### config.mk
export PLATFORM = sky130hd
export DESIGN_NAME = systolic_host_sequencer
export DESIGN_NICKNAME = d
export VERILOG_FILES = /design/src/rtl/systolic_host_pkg.sv /design/src/rtl/systolic_host_sequencer_fifo.sv /design/src/rtl/systolic_host_sequencer.sv
export SDC_FILE = /design/constraint.sdc
export NUM_CORES = 1
export LEC_CHECK = 0
export ABC_AREA = 1
export BUFFER_PORTS_ARGS = -buffer_cell sky130_fd_sc_hd__buf_2
export CAP_MARGIN = 20
export CORE_ASPECT_RATIO = 1.5
export CORE_MARGIN = 2
export CORE_UTILIZATION = 57
export DETAILED_ROUTE_END_ITERATION = 8
export GPL_TIMING_DRIVEN = 0
export PLACE_DENSITY_LB_ADDON = 0.12
export RECOVER_POWER = 25
export SKIP_CTS_REPAIR_TIMING = 1
export SLEW_MARGIN = 15
export SYNTH_ARGS = -nofsm -noshare
export SYNTH_HDL_FRONTEND = slang
export SYNTH_HIERARCHICAL = 1
export SYNTH_SLANG_ARGS = --single-unit
### constraint.sdc
create_clock -name clk_i -period 5.3 [get_ports clk_i]
set_input_delay 0.265 -clock clk_i [delete_from_list [all_inputs] [get_ports clk_i]]
set_output_delay 0.265 -clock clk_i [all_outputs]
set_load 0.02 [all_outputs]
### src/rtl/systolic_host_pkg.sv
// Shared types and sizing helpers for the systolic host sequencer.
// Holds the FSM state encoding and counter/address width rules.
package systolic_host_pkg;

  localparam int N_DEF  = 8;
  localparam int ADDR_W = $clog2(N_DEF * N_DEF);
  localparam int CNT_W  = $clog2(N_DEF * N_DEF + 1);

  typedef enum logic [2:0] {
    IDLE,
    CLR,
    LOAD_N,
    LOAD_W,
    START,
    WAIT_COMP,
    DRAIN,
    FINISH
  } state_t;

  function automatic int addr_w(input int n);
    return $clog2(n * n);
  endfunction

  function automatic int cnt_w(input int n);
    return $clog2(n * n + 1);
  endfunction

endpackage

### src/rtl/systolic_host_sequencer_fifo.sv
// host_result_fifo: 2-entry synchronous FIFO buffering SRAM read results.
// Ports: push_i/din_i write, pop_i read, flush_i clear, count_o, head_o.
module host_result_fifo #(
  parameter int W = 33
) (
  input  logic         clk_i,
  input  logic         rst_i,
  input  logic         flush_i,
  input  logic         push_i,
  input  logic [W-1:0] din_i,
  input  logic         pop_i,
  output logic [1:0]   count_o,
  output logic [W-1:0] head_o
);

  logic [W-1:0] mem_q [2];
  logic         wp_q;
  logic         rp_q;
  logic [1:0]   cnt_q;
  logic         do_push;
  logic         do_pop;

  assign do_push = push_i && (cnt_q != 2'd2);
  assign do_pop  = pop_i && (cnt_q != 2'd0);

  always_ff @(posedge clk_i) begin
    if (rst_i || flush_i) begin
      wp_q  <= 1'b0;
      rp_q  <= 1'b0;
      cnt_q <= 2'd0;
    end else begin
      if (do_push) wp_q <= ~wp_q;
      if (do_pop)  rp_q <= ~rp_q;
      cnt_q <= cnt_q + {1'b0, do_push}
                     - {1'b0, do_pop};
    end
  end

  // Storage needs no reset; the head is masked while empty.
  always_ff @(posedge clk_i) begin
    if (do_push) mem_q[wp_q] <= din_i;
  end

  assign count_o = cnt_q;
  assign head_o  = (cnt_q != 2'd0) ? mem_q[rp_q] : '0;

endmodule

### src/rtl/systolic_host_sequencer.sv
// Host-side job sequencer: loads north/west queues from an inbound stream,
// starts the multiply, waits for completion (with timeout), then drains
// N*N results from the output SRAM onto an outbound valid/ready stream.
// Ports: clk_i/rst_i; job_start_i, busy_o, job_done_o, error_o;
// s_* inbound stream; north_*/west_* queue writes; start/complete
// handshake with the array; read_* SRAM port; m_* result stream.
module systolic_host_sequencer
  import systolic_host_pkg::*;
#(
  parameter int N              = 8,
  parameter int DATA_WIDTH     = 32,
  parameter int TIMEOUT_CYCLES = 65535
) (
  input  logic                          clk_i,
  input  logic                          rst_i,
  input  logic                          job_start_i,
  output logic                          busy_o,
  output logic                          job_done_o,
  output logic                          error_o,
  input  logic                          s_valid_i,
  output logic                          s_ready_o,
  input  logic [DATA_WIDTH-1:0]         s_data_i,
  output logic                          north_write_enable_o,
  output logic [DATA_WIDTH-1:0]         north_write_data_o,
  output logic                          north_write_reset_o,
  output logic                          west_write_enable_o,
  output logic [DATA_WIDTH-1:0]         west_write_data_o,
  output logic                          west_write_reset_o,
  output logic                          start_matrix_mult_o,
  input  logic                          matrix_mult_complete_i,
  input  logic                          collection_complete_i,
  output logic                          read_enable_o,
  output logic [$clog2(N*N)-1:0]        read_addr_o,
  input  logic [DATA_WIDTH-1:0]         read_data_i,
  input  logic                          read_valid_i,
  output logic                          m_valid_o,
  input  logic                          m_ready_i,
  output logic [DATA_WIDTH-1:0]         m_data_o,
  output logic                          m_last_o
);

  localparam int AW = addr_w(N);
  localparam int CW = cnt_w(N);
  localparam int TW = $clog2(TIMEOUT_CYCLES + 1);
  localparam logic [CW-1:0] NN_M1 = CW'(N * N - 1);
  localparam logic [CW-1:0] NN    = CW'(N * N);
  localparam logic [TW-1:0] TLAST = TW'(TIMEOUT_CYCLES - 1);

  state_t                state_q;
  logic [CW-1:0]         cnt_q;
  logic [TW-1:0]         tmo_q;
  logic                  nwe_q, wwe_q;
  logic                  nrst_q, wrst_q;
  logic [DATA_WIDTH-1:0] nwd_q, wwd_q;
  logic                  start_q, re_q;
  logic                  done_q, err_q;
  logic [AW-1:0]         raddr_q;
  logic                  mm_seen_q, cc_seen_q;
  logic                  infl_q, infl_last_q;
  logic                  mm_any, cc_any;
  logic [1:0]            fcnt;
  logic [DATA_WIDTH:0]   fhead;
  logic                  push, pop;

  assign mm_any = mm_seen_q | matrix_mult_complete_i;
  assign cc_any = cc_seen_q | collection_complete_i;
  // Only the single outstanding read may return a word.
  assign push = read_valid_i && infl_q;
  assign pop  = m_valid_o && m_ready_i;

  host_result_fifo #(.W(DATA_WIDTH + 1)) u_fifo (
    .clk_i   (clk_i),
    .rst_i   (rst_i),
    .flush_i (state_q == CLR),
    .push_i  (push),
    .din_i   ({infl_last_q, read_data_i}),
    .pop_i   (pop),
    .count_o (fcnt),
    .head_o  (fhead)
  );

  always_ff @(posedge clk_i) begin
    if (rst_i) begin
      state_q     <= IDLE;
      cnt_q       <= '0;
      tmo_q       <= '0;
      nwe_q       <= 1'b0;
      wwe_q       <= 1'b0;
      nrst_q      <= 1'b0;
      wrst_q      <= 1'b0;
      nwd_q       <= '0;
      wwd_q       <= '0;
      start_q     <= 1'b0;
      re_q        <= 1'b0;
      done_q      <= 1'b0;
      err_q       <= 1'b0;
      raddr_q     <= '0;
      mm_seen_q   <= 1'b0;
      cc_seen_q   <= 1'b0;
      infl_q      <= 1'b0;
      infl_last_q <= 1'b0;
    end else begin
      nwe_q   <= 1'b0;
      wwe_q   <= 1'b0;
      nrst_q  <= 1'b0;
      wrst_q  <= 1'b0;
      start_q <= 1'b0;
      re_q    <= 1'b0;
      done_q  <= 1'b0;
      if (push) infl_q <= 1'b0;
      unique case (state_q)
        IDLE: begin
          if (job_start_i) begin
            state_q <= CLR;
            err_q   <= 1'b0;
            nrst_q  <= 1'b1;
            wrst_q  <= 1'b1;
          end
        end
        CLR: begin
          cnt_q   <= '0;
          state_q <= LOAD_N;
        end
        LOAD_N: begin
          if (s_valid_i) begin
            nwe_q <= 1'b1;
            nwd_q <= s_data_i;
            if (cnt_q == NN_M1) begin
              cnt_q   <= '0;
              state_q <= LOAD_W;
            end else begin
              cnt_q <= cnt_q + 1'b1;
            end
          end
        end
        LOAD_W: begin
          if (s_valid_i) begin
            wwe_q <= 1'b1;
            wwd_q <= s_data_i;
            if (cnt_q == NN_M1) begin
              cnt_q   <= '0;
              state_q <= START;
            end else begin
              cnt_q <= cnt_q + 1'b1;
            end
          end
        end
        START: begin
          start_q   <= 1'b1;
          tmo_q     <= '0;
          mm_seen_q <= 1'b0;
          cc_seen_q <= 1'b0;
          state_q   <= WAIT_COMP;
        end
        WAIT_COMP: begin
          mm_seen_q <= mm_any;
          cc_seen_q <= cc_any;
          if (mm_any && cc_any) begin
            cnt_q   <= '0;
            infl_q  <= 1'b0;
            state_q <= DRAIN;
          end else if (tmo_q == TLAST) begin
            err_q   <= 1'b1;
            state_q <= IDLE;
          end else begin
            tmo_q <= tmo_q + 1'b1;
          end
        end
        DRAIN: begin
          // Issue only when nothing is in flight and the FIFO has room,
          // so FIFO occupancy plus the outstanding read never exceeds 2.
          if (!infl_q && fcnt < 2'd2 && cnt_q < NN) begin
            re_q        <= 1'b1;
            raddr_q     <= cnt_q[AW-1:0];
            infl_q      <= 1'b1;
            infl_last_q <= (cnt_q == NN_M1);
            cnt_q       <= cnt_q + 1'b1;
          end
          if (pop && fhead[DATA_WIDTH]) begin
            done_q  <= 1'b1;
            state_q <= FINISH;
          end
        end
        FINISH: state_q <= IDLE;
        default: state_q <= IDLE;
      endcase
    end
  end

  assign busy_o               = (state_q != IDLE);
  assign s_ready_o            = (state_q == LOAD_N) ||
                                (state_q == LOAD_W);
  assign job_done_o           = done_q;
  assign error_o              = err_q;
  assign north_write_enable_o = nwe_q;
  assign north_write_data_o   = nwd_q;
  assign north_write_reset_o  = nrst_q;
  assign west_write_enable_o  = wwe_q;
  assign west_write_data_o    = wwd_q;
  assign west_write_reset_o   = wrst_q;
  assign start_matrix_mult_o  = start_q;
  assign read_enable_o        = re_q;
  assign read_addr_o          = raddr_q;
  assign m_valid_o            = (fcnt != 2'd0);
  assign m_data_o             = fhead[DATA_WIDTH-1:0];
  assign m_last_o             = fhead[DATA_WIDTH];

endmodule

Word-level counts from Yosys, hierarchy flattened
Memories as Yosys holds them, arrays and structs flattened. A register that Yosys moved wholly into a read port is not among the register bits.
Index checks and enable logic that the tools add are counted.

storage, ports and cells
  bits in registers = 111
  latch bits = 0
  memory bits (writable) = 66
  ROM bits = 0
  input bits = 72
  output and inout port bits = 114
  word-level logic and storage cells = 124
  memories = 1

cells by class
  $add $sub $neg = 4
  multiply operators = 0
  div/mod/pow operators = 0
  order comparisons = 2
  equality and inequality tests = 23
  shift operators = 0
  multiplexer cells = 37
  bitwise gates (word level) = 8
  reduce and logical (&&, ||, !) cells = 29

memory list
  memory        depth  width  rd ports  clocked after memory_dff  write ports  line                                source
  u_fifo.mem_q  2      33     1         1                         1            systolic_host_sequencer_fifo.sv:16  logic [W-1:0] mem_q [2];

operators with widths
  cell                                                                    number
  33-bit 2-to-1 mux                                                       1
  16-bit 2-to-1 mux                                                       2
  16-bit one-hot mux with 2 select lines                                  1
  7-bit 2-to-1 mux                                                        4
  7-bit one-hot mux with 4 select lines                                   1
  3-bit 2-to-1 mux                                                        8
  2-bit != test (second input constant)                                   12
  3-bit one-hot mux with 8 select lines                                   1
  16-bit by 1-bit adder with 16-bit output (second input constant)        1
  16-bit equality test (second input constant)                            1
  1-bit 2-to-1 mux                                                        15
  3-bit equality test (second input constant)                             4
  2-bit OR reduction                                                      5
  1-bit logical AND                                                       8
  1-bit one-hot mux with 2 select lines                                   4
  4-bit AND reduction                                                     2
  7-bit by 1-bit adder with 7-bit output (second input constant)          1
  7-bit by 6-bit equality test with 1-bit output (second input constant)  1
  7-bit less-than comparator (second input constant)                      1
  7-bit AND reduction                                                     1
  3-bit by 2-bit equality test with 1-bit output (second input constant)  2
  1-bit NOT                                                               6
  2-bit AND reduction                                                     3
  2-bit nonzero test                                                      3
  13 further kinds                                                        15

Longest topological paths before layout
Gate-level depths: netlist of the first run.

  word-level depth = 5
  mapped depth = 12
  mapped depth without buffers = 11

By module
The synthesis of the first run kept the hierarchy.

modules (own cells, without submodules)
  module                   times used  cells an instance  area each (sq um)  seq. area each (sq um)
  systolic_host_sequencer  1           634                4,634.4            2,142.1
  host_result_fifo         1           210                2,711.4            2,082.0

Least setup slack after synthesis of the first run
OpenSTA, ideal clock, no wires.

  kind = reg-to-reg
  from = reg u_fifo.cnt_q[0], in the netlist u_fifo/count_o[0]
  to = mem u_fifo.mem_q[1][0] (enable)
  library setup time = 425 ps
  data arrival time = 2,045 ps
  required time = 4,875 ps
  path slack = 2,831 ps
  stages on the path, launching flop included = 5
  buffers on the path = 0
  clock period less this slack = 2,469 ps
  path through = dfxtp_1 -> inv_1 -> nand2_1 -> nand2_2 -> nor2_1

between the ends
  cells in the longest elaborated chain, start to end = 4

ends and longest elaborated chain
  what                                    line                                source
  start: declaration                      systolic_host_sequencer_fifo.sv:19  logic [1:0] cnt_q;
  start signal: assignment                systolic_host_sequencer_fifo.sv:34  cnt_q <= cnt_q + {1'b0, do_push}
  2-bit != test                           systolic_host_sequencer_fifo.sv:23  assign do_push = push_i && (cnt_q != 2'd2);
  1-bit logical AND                       systolic_host_sequencer_fifo.sv:23
  1-bit 2-to-1 mux                        systolic_host_sequencer_fifo.sv:41  if (do_push) mem_q[wp_q] <= din_i;
  1-bit 2-to-1 mux (implied by the code)  systolic_host_sequencer_fifo.sv:41
  end: declaration                        systolic_host_sequencer_fifo.sv:16

No other way between the ends.

Worst setup path in the final report of the first run
  from = reg u_fifo.cnt_q[1], in the netlist u_fifo/count_o[1]
  to = out m_data_o[4]

between the ends
  cells in the longest elaborated chain, start to end = 2

ends and longest elaborated chain
  what                line                                source
  2-bit nonzero test  systolic_host_sequencer_fifo.sv:45  assign head_o = (cnt_q != 2'd0) ? mem_q[rp_q] : '0;
  33-bit 2-to-1 mux   systolic_host_sequencer_fifo.sv:45
  end: declaration    systolic_host_sequencer.sv:38       output logic [DATA_WIDTH-1:0] m_data_o,

No other way between the ends.

==> metrics.yaml, run 1 <==
critPathKind: "flip-flop to output pin"
clock_path_buffers: 2
clock_latency_ns: 0.43
critPathMaxFanout: 10
synth_mux_area_frac: 0
via_per_inst: 5.18
finalCriticalPeriod_ns: 1.89
ctsHtreeMaxLevel: 4
drc: 0
firstDrtPassIters: 5
final_cell_mix: "184 x nand2_1, 171 x buf_2, 136 x nor2_1"
core_mm2: 0.0125
final_common_cell: "nand2_1"
cts_tree: "done"
clock_skew_ns: 0.0109
crit_path_start_kind: "flip-flop"
finalHoldViolations: 0
initial_utilization: 0.587
synth_cells: 844
drt-total-wl_um: 17500
peakVddDrop_mv: 0.310
grt_max_degree: 19
gp_congestion: 0.874
drt-wirelength-per-cell_um: 14.3
synth_compound_area_frac: 0.0973
rsz0062_at_grt: "false"
yosys.area_share.adder: 0.00681
leakagePower_uw: 0.00388
avgSynthCellArea_um2: 8.70
grt_antenna_before_repair: 1
netlist_top_cells_area: "dfxtp_1 31%, edfxtp_1 27%, nand2_1 9.4%"
hold_path_depth: 1
area_delta_synth_final_pct: 23.4
cp.arrival_ns: 1.62
grt_pass1_wl_um: 28900
critPathRequiredTime_ns: 5.04
cts_buffers: 17
io_pins: 186
yosysUniqueCellTypes: 36
synth-seq-area-share: 0.575
hold_path_class: "primary input to flip-flop"
crit_path_end_kind: "output pin"
worst_pin_slew_ns: 0.573
post-route-period-util: 0.356
setup_viol: 0
grt_pass1_vias: 6250
dr_total_vias: 6311
clk_pin_slew_ns: 0.07
die_w_um: 96.7
die_y_um: 143
fmax_mhz: 530
syn-num-nets: 920
ys_ff_latch: 178
cts_root_buffer: "clkbuf_16"
synth_simple_gate_area_frac: 0.256
synth_area_mm2: 0.00735
die-area_mm2: 0.0138
outcome: "finished, final reports clean"
numClockSinks: 178
gr-total-overflow: 0
dpl.hpwl_um: 12800
yosys_warnings: 6
drive_above_1_share: 0.241
synth_top_family_by_area: "simple AND/OR/NAND/NOR gates"
cap_violations: 0
synth-xor-area-share: 0.00835
n_fill_cell: 1007
yosysTopAreaCellShare: 0.305
ant_nets: 0
post-route-util: 0.725
maxSlewViolCount: 0
synth_top_cell_by_area: "dfxtp_1"
grt.total_usage: 0.257
drtIter0Drc: 252
max_slew_margin: 0.617
power.density_mw_per_mm2: 393
ff2ff_path_depth: 11
portBuffers: 184
setup_tns_ns: 0
rows: 50
fin_nets: 1125
-- registers in the layout, indices dropped and copies added, names as in the netlist, named ones only --
| register | flops |
|---|---|
| u_fifo/mem_q | 66 |
| west_write_reset_o | 1 |
| north_write_data_o | 32 |
| infl_last_q | 1 |
| west_write_enable_o | 1 |
| cc_seen_q | 1 |
| error_o | 1 |
| read_addr_o | 6 |
| tmo_q | 16 |
| mm_seen_q | 1 |
| infl_q | 1 |
| u_fifo/wp_q | 1 |
| north_write_enable_o | 1 |
| start_matrix_mult_o | 1 |
| state_q | 3 |
| read_enable_o | 1 |
| u_fifo/rp_q | 1 |
| job_done_o | 1 |
| u_fifo/count_o | 2 |
| cnt_q | 7 |
| west_write_data_o | 32 |
-- cell type report --
class / count / area [µm²] / area share
inverter: 50 / 193 / 0.0213
multi-input combinational: 574 / 2720 / 0.300
clock inverter: 14 / 144 / 0.0159
antenna: 1 / 2.50 / 0.000276
sequential: 178 / 4220 / 0.466
buffer: 42 / 221 / 0.0244
timing repair buffer: 186 / 933 / 0.103
clock buffer: 18 / 429 / 0.0473
tap: 156 / 195 / 0.0215
-- stage by stage --
stage	setup WS (ns)	power (µW)	hold slack, ns	instance area (µm²)	std cells
final	3.41	3560	0.0220	9060	1219
after global routing	3.29	3720	0.00277	9060	1219
after CTS	3.39	3590	0.0132	9100	1218
after detailed placement	3.54	2380	0.445	8530	1186
after global placement	2.08	2370	0.433	8460	1184
after floorplan	2.83	2140	0.341	7350	844
-- worst max-delay path, stage by stage, from the launching register on --
cell	delay (ns)
dfxtp_1	0.50
nor2_4	0.12
buf_2	0.21
a21oi_1	0.17
buf_2	0.20
-- cell usage after synthesis (all sizes together) --
master   instances
inv             48
nor2           150
clkbuf          13
o2111ai          1
xnor2            4
a21oi           86
xor2             3
nor3b            2
nand3           56
o21a             1
or2              1
nand4            9
dfxtp          112
clkinv           2
nor3             3
edfxtp          66
nand3b           7
ha               4
o21ai           49
buf             29
nand2          198
-- where the power goes --
part | internal [µW] | switching (µW)
sequential | 1530 | 63.2
combinational | 236 | 516
clock | 663 | 553
total | 2430 | 1130
-- logic make-up (layout without fill, tap and decap cells) --
logic type | Yosys count | count (layout)
flip-flops | 178 | 178
AND/OR/NAND/NOR | 426 | 426
buffers and inverters | 92 | 310
adder cells (fa/ha/maj) | 4 | 4
AO/OA/AOI/OAI | 137 | 137
other | 0 | 1
XOR/XNOR | 7 | 7
-- final timing paths --
path	startpoint	end	slack, ns
worst min-delay path	read_data_i[14]	u_fifo/mem_q[1][14]	0.02
worst max-delay path	u_fifo/count_o[1]	m_data_o[4]	3.41
worst max register to register	tmo_q[0]	tmo_q[1]	3.57
worst min register to register	cc_seen_q	cc_seen_q	0.46
-- per-layer routing --
metal | share of wire | wire length (µm) | track usage | vias to the layer above
li1 | - | - | - | 3183
met1 | 0.38 | 6670 | 0.284 | 2884
met2 | 0.52 | 9150 | 0.455 | 199
met3 | 0.056 | 985 | 0.0636 | 45
met4 | 0.039 | 684 | 0.139 | 0
met5 | 0 | 0 | 0 | -
(Power assumes the default switching activity.)
==> inputs of run 2 (changes only) <==
- CORE_UTILIZATION: 57 -> 48
- clock period: 5.3 -> 1.6 ns (I/O delays scaled with it)
==> run 2 against run 1 <==
  * Setup slack got worse by 3.4 ns
  * Utilization fell by 4.1 points
  * Clock skew rose by 0.0033 ns
  * Hold slack got worse by 0.017 ns
  * Critical endpoint is now m_data_o[6]
  * Largest power group unchanged
==> metrics.yaml, run 2 (synthesis results as in run 1) <==
outcome: "finished, final reports clean"
grt_pass1_vias: 5895  # -5.7%
clk_pin_slew_ns: 0.07  # about the same
setup_viol: 0  # unchanged
drt-wirelength-per-cell_um: 14.1  # -1.6%
grt_pass1_wl_um: 28100  # -2.6%
peakVddDrop_mv: 0.832  # +170%
wl_met3_um: 920  # -6.6%
critPathKind: "flip-flop to output pin"
ff2ff_path_depth: 11  # unchanged
post-route-period-util: 0.988
gr-total-overflow: 0  # unchanged
fmax_mhz: 633
drt-total-wl_um: 19000  # +8.6%
regArea_mm2: 0.00424  # +0.47%
critPathMaxFanout: 8  # -2
initial_utilization: 0.490  # -0.0974
gp_congestion: 0.817  # -6.5%
reg2reg_slack_ns: 0.07  # -3.50 ns
core_mm2: 0.0150  # +20%
drtIter0Drc: 253  # +0.40%
worst_pin_slew_ns: 0.497  # -0.0768 ns
r2r_end: "u_fifo/count_o[1]"
die-area_mm2: 0.0163  # +18%
cts_root_buffer: "clkbuf_16"
io_pins: 186  # unchanged
dpl.hpwl_um: 12500  # -1.7%
ant_nets: 0  # unchanged
dr_total_vias: 6636  # +5.1%
power.density_mw_per_mm2: 1190  # +200%
final_cell_mix: "182 x nand2_1, 145 x buf_2, 131 x nor2_1"
topRoutingLayerUsed: "met4"
maxSlewViolCount: 0  # unchanged
fin_area_mm2: 0.0103  # +13%
die_y_um: 156  # +8.7%
n_fill_cell: 1261  # +25%
cp.arrival_ns: 1.50  # -0.12 ns
crit_path_end_kind: "output pin"
grt_antenna_before_repair: 0  # -1
clock_latency_ns: 0.42  # about the same
cts_tree: "done"
rsz0062_at_grt: "true"
portBuffers: 184  # unchanged
largest_register_ffs: 66  # unchanged
grt_max_degree: 35  # +16
grt.total_usage: 0.214  # -0.0426
drc: 0  # unchanged
leakagePower_uw: 0.00430  # +11%
hold_ws_ns: 0.00540  # -0.0166 ns
post-route-util: 0.683  # -0.0410
drive_above_1_share: 0.259  # +0.0181
crit_path_start_kind: "flip-flop"
cts_buffers: 17  # unchanged
area_delta_synth_final_pct: 39.6
final_common_cell: "nand2_1"
critPathRequiredTime_ns: 1.52  # -3.52 ns
finalCriticalPeriod_ns: 1.58
clock_skew_ns: 0.0142  # +0.00335 ns
finalHoldViolations: 0  # unchanged
clock_path_buffers: 2  # unchanged
multi_input_area_mm2: 0.00285  # +4.6%
rows: 55  # +10%
endpoint: "m_data_o[6]"
numClockSinks: 178  # unchanged
ctsHtreeMaxLevel: 4  # unchanged
fin_nets: 1209  # +7.5%
via_per_inst: 4.93  # -4.7%
die_w_um: 105  # +8.6%
regMostFlops: "u_fifo/mem_q"
setup_tns_ns: 0  # unchanged
cap_violations: 0  # unchanged
firstDrtPassIters: 8  # +3
antennaDiodeCount: 0  # -1
hold_path_class: "primary input to flip-flop"
max_slew_margin: 0.669  # +0.0521
dpl_cell_area_mm2: 0.00853  # about the same
wl_met1_um: 7630  # +14%
dr_wl_met2_um: 10100  # +10%
rr_startpoint: "u_fifo/count_o[0]"
## run 2: changes by cell type in the layout (fill, tap and decap cells not counted), sizes merged
cell         previous run  this run
nor2                  150       152
diode                   1         0
clkbuf                 65        71
dlygate4sd3             0        69
clkinvlp                2         3
inv                    56        55
buf                   181       187
clkinv                  5         6
## run 2: worst min path at each step
stage | start | endpoint | slack, ns | cells after the start
floorplan | rst_i | u_fifo/count_o[0] | 0.16 | 1
global placement | read_data_i[7] | u_fifo/mem_q[0][7] | 0.27 | 1
detailed placement | read_data_i[3] | u_fifo/mem_q[1][3] | 0.27 | 1
CTS | read_data_i[15] | u_fifo/mem_q[0][15] | -0.17 | 1
global route | s_valid_i | west_write_data_o[1] | 0.01 | 3
finish | s_valid_i | west_write_data_o[1] | 0.005 | 3
## run 2: per-stage QoR
stage / worst slack (ns) / power (µW) / std cells
floorplan: 0.0358 / 7090 / 844
global placement: -0.295 / 7870 / 1227
detailed placement: -0.289 / 7890 / 1227
CTS: -0.295 / 12000 / 1259
global route: -0.0330 / 12700 / 1345
finish: 0.0198 / 12200 / 1345
## run 2: cell type report
type                       count  share of cell area
buffer                        42              0.0309
clock buffer                  17              0.0415
clock inverter                15              0.0157
inverter                      50              0.0207
multi-input combinational    576               0.278
sequential                   178               0.414
tap                          199              0.0243
timing repair buffer         268               0.175
## run 2: worst max-delay path, cell delays in order, from the launching register on
cell,delay [ns]
dfxtp_2,0.32
buf_8,0.14
clkinv_8,0.08
clkbuf_16,0.13
nand2_1,0.05
a21oi_1,0.16
buf_2,0.20
## run 2: where the power goes
group	total [µW]	switching (µW)	internal, µW	leakage (µW)
combinational	2790	1800	990	0.00251
clock	4090	1870	2220	0.000280
sequential	5300	223	5080	0.00151
total	12200	3900	8290	0.00430
## run 2: routing by layer
layer | GRT usage | up-vias
met5 | 0 | -
met2 | 0.387 | 194
met4 | 0.0711 | 0
li1 | - | 3355
met1 | 0.247 | 3064
met3 | 0.0532 | 23
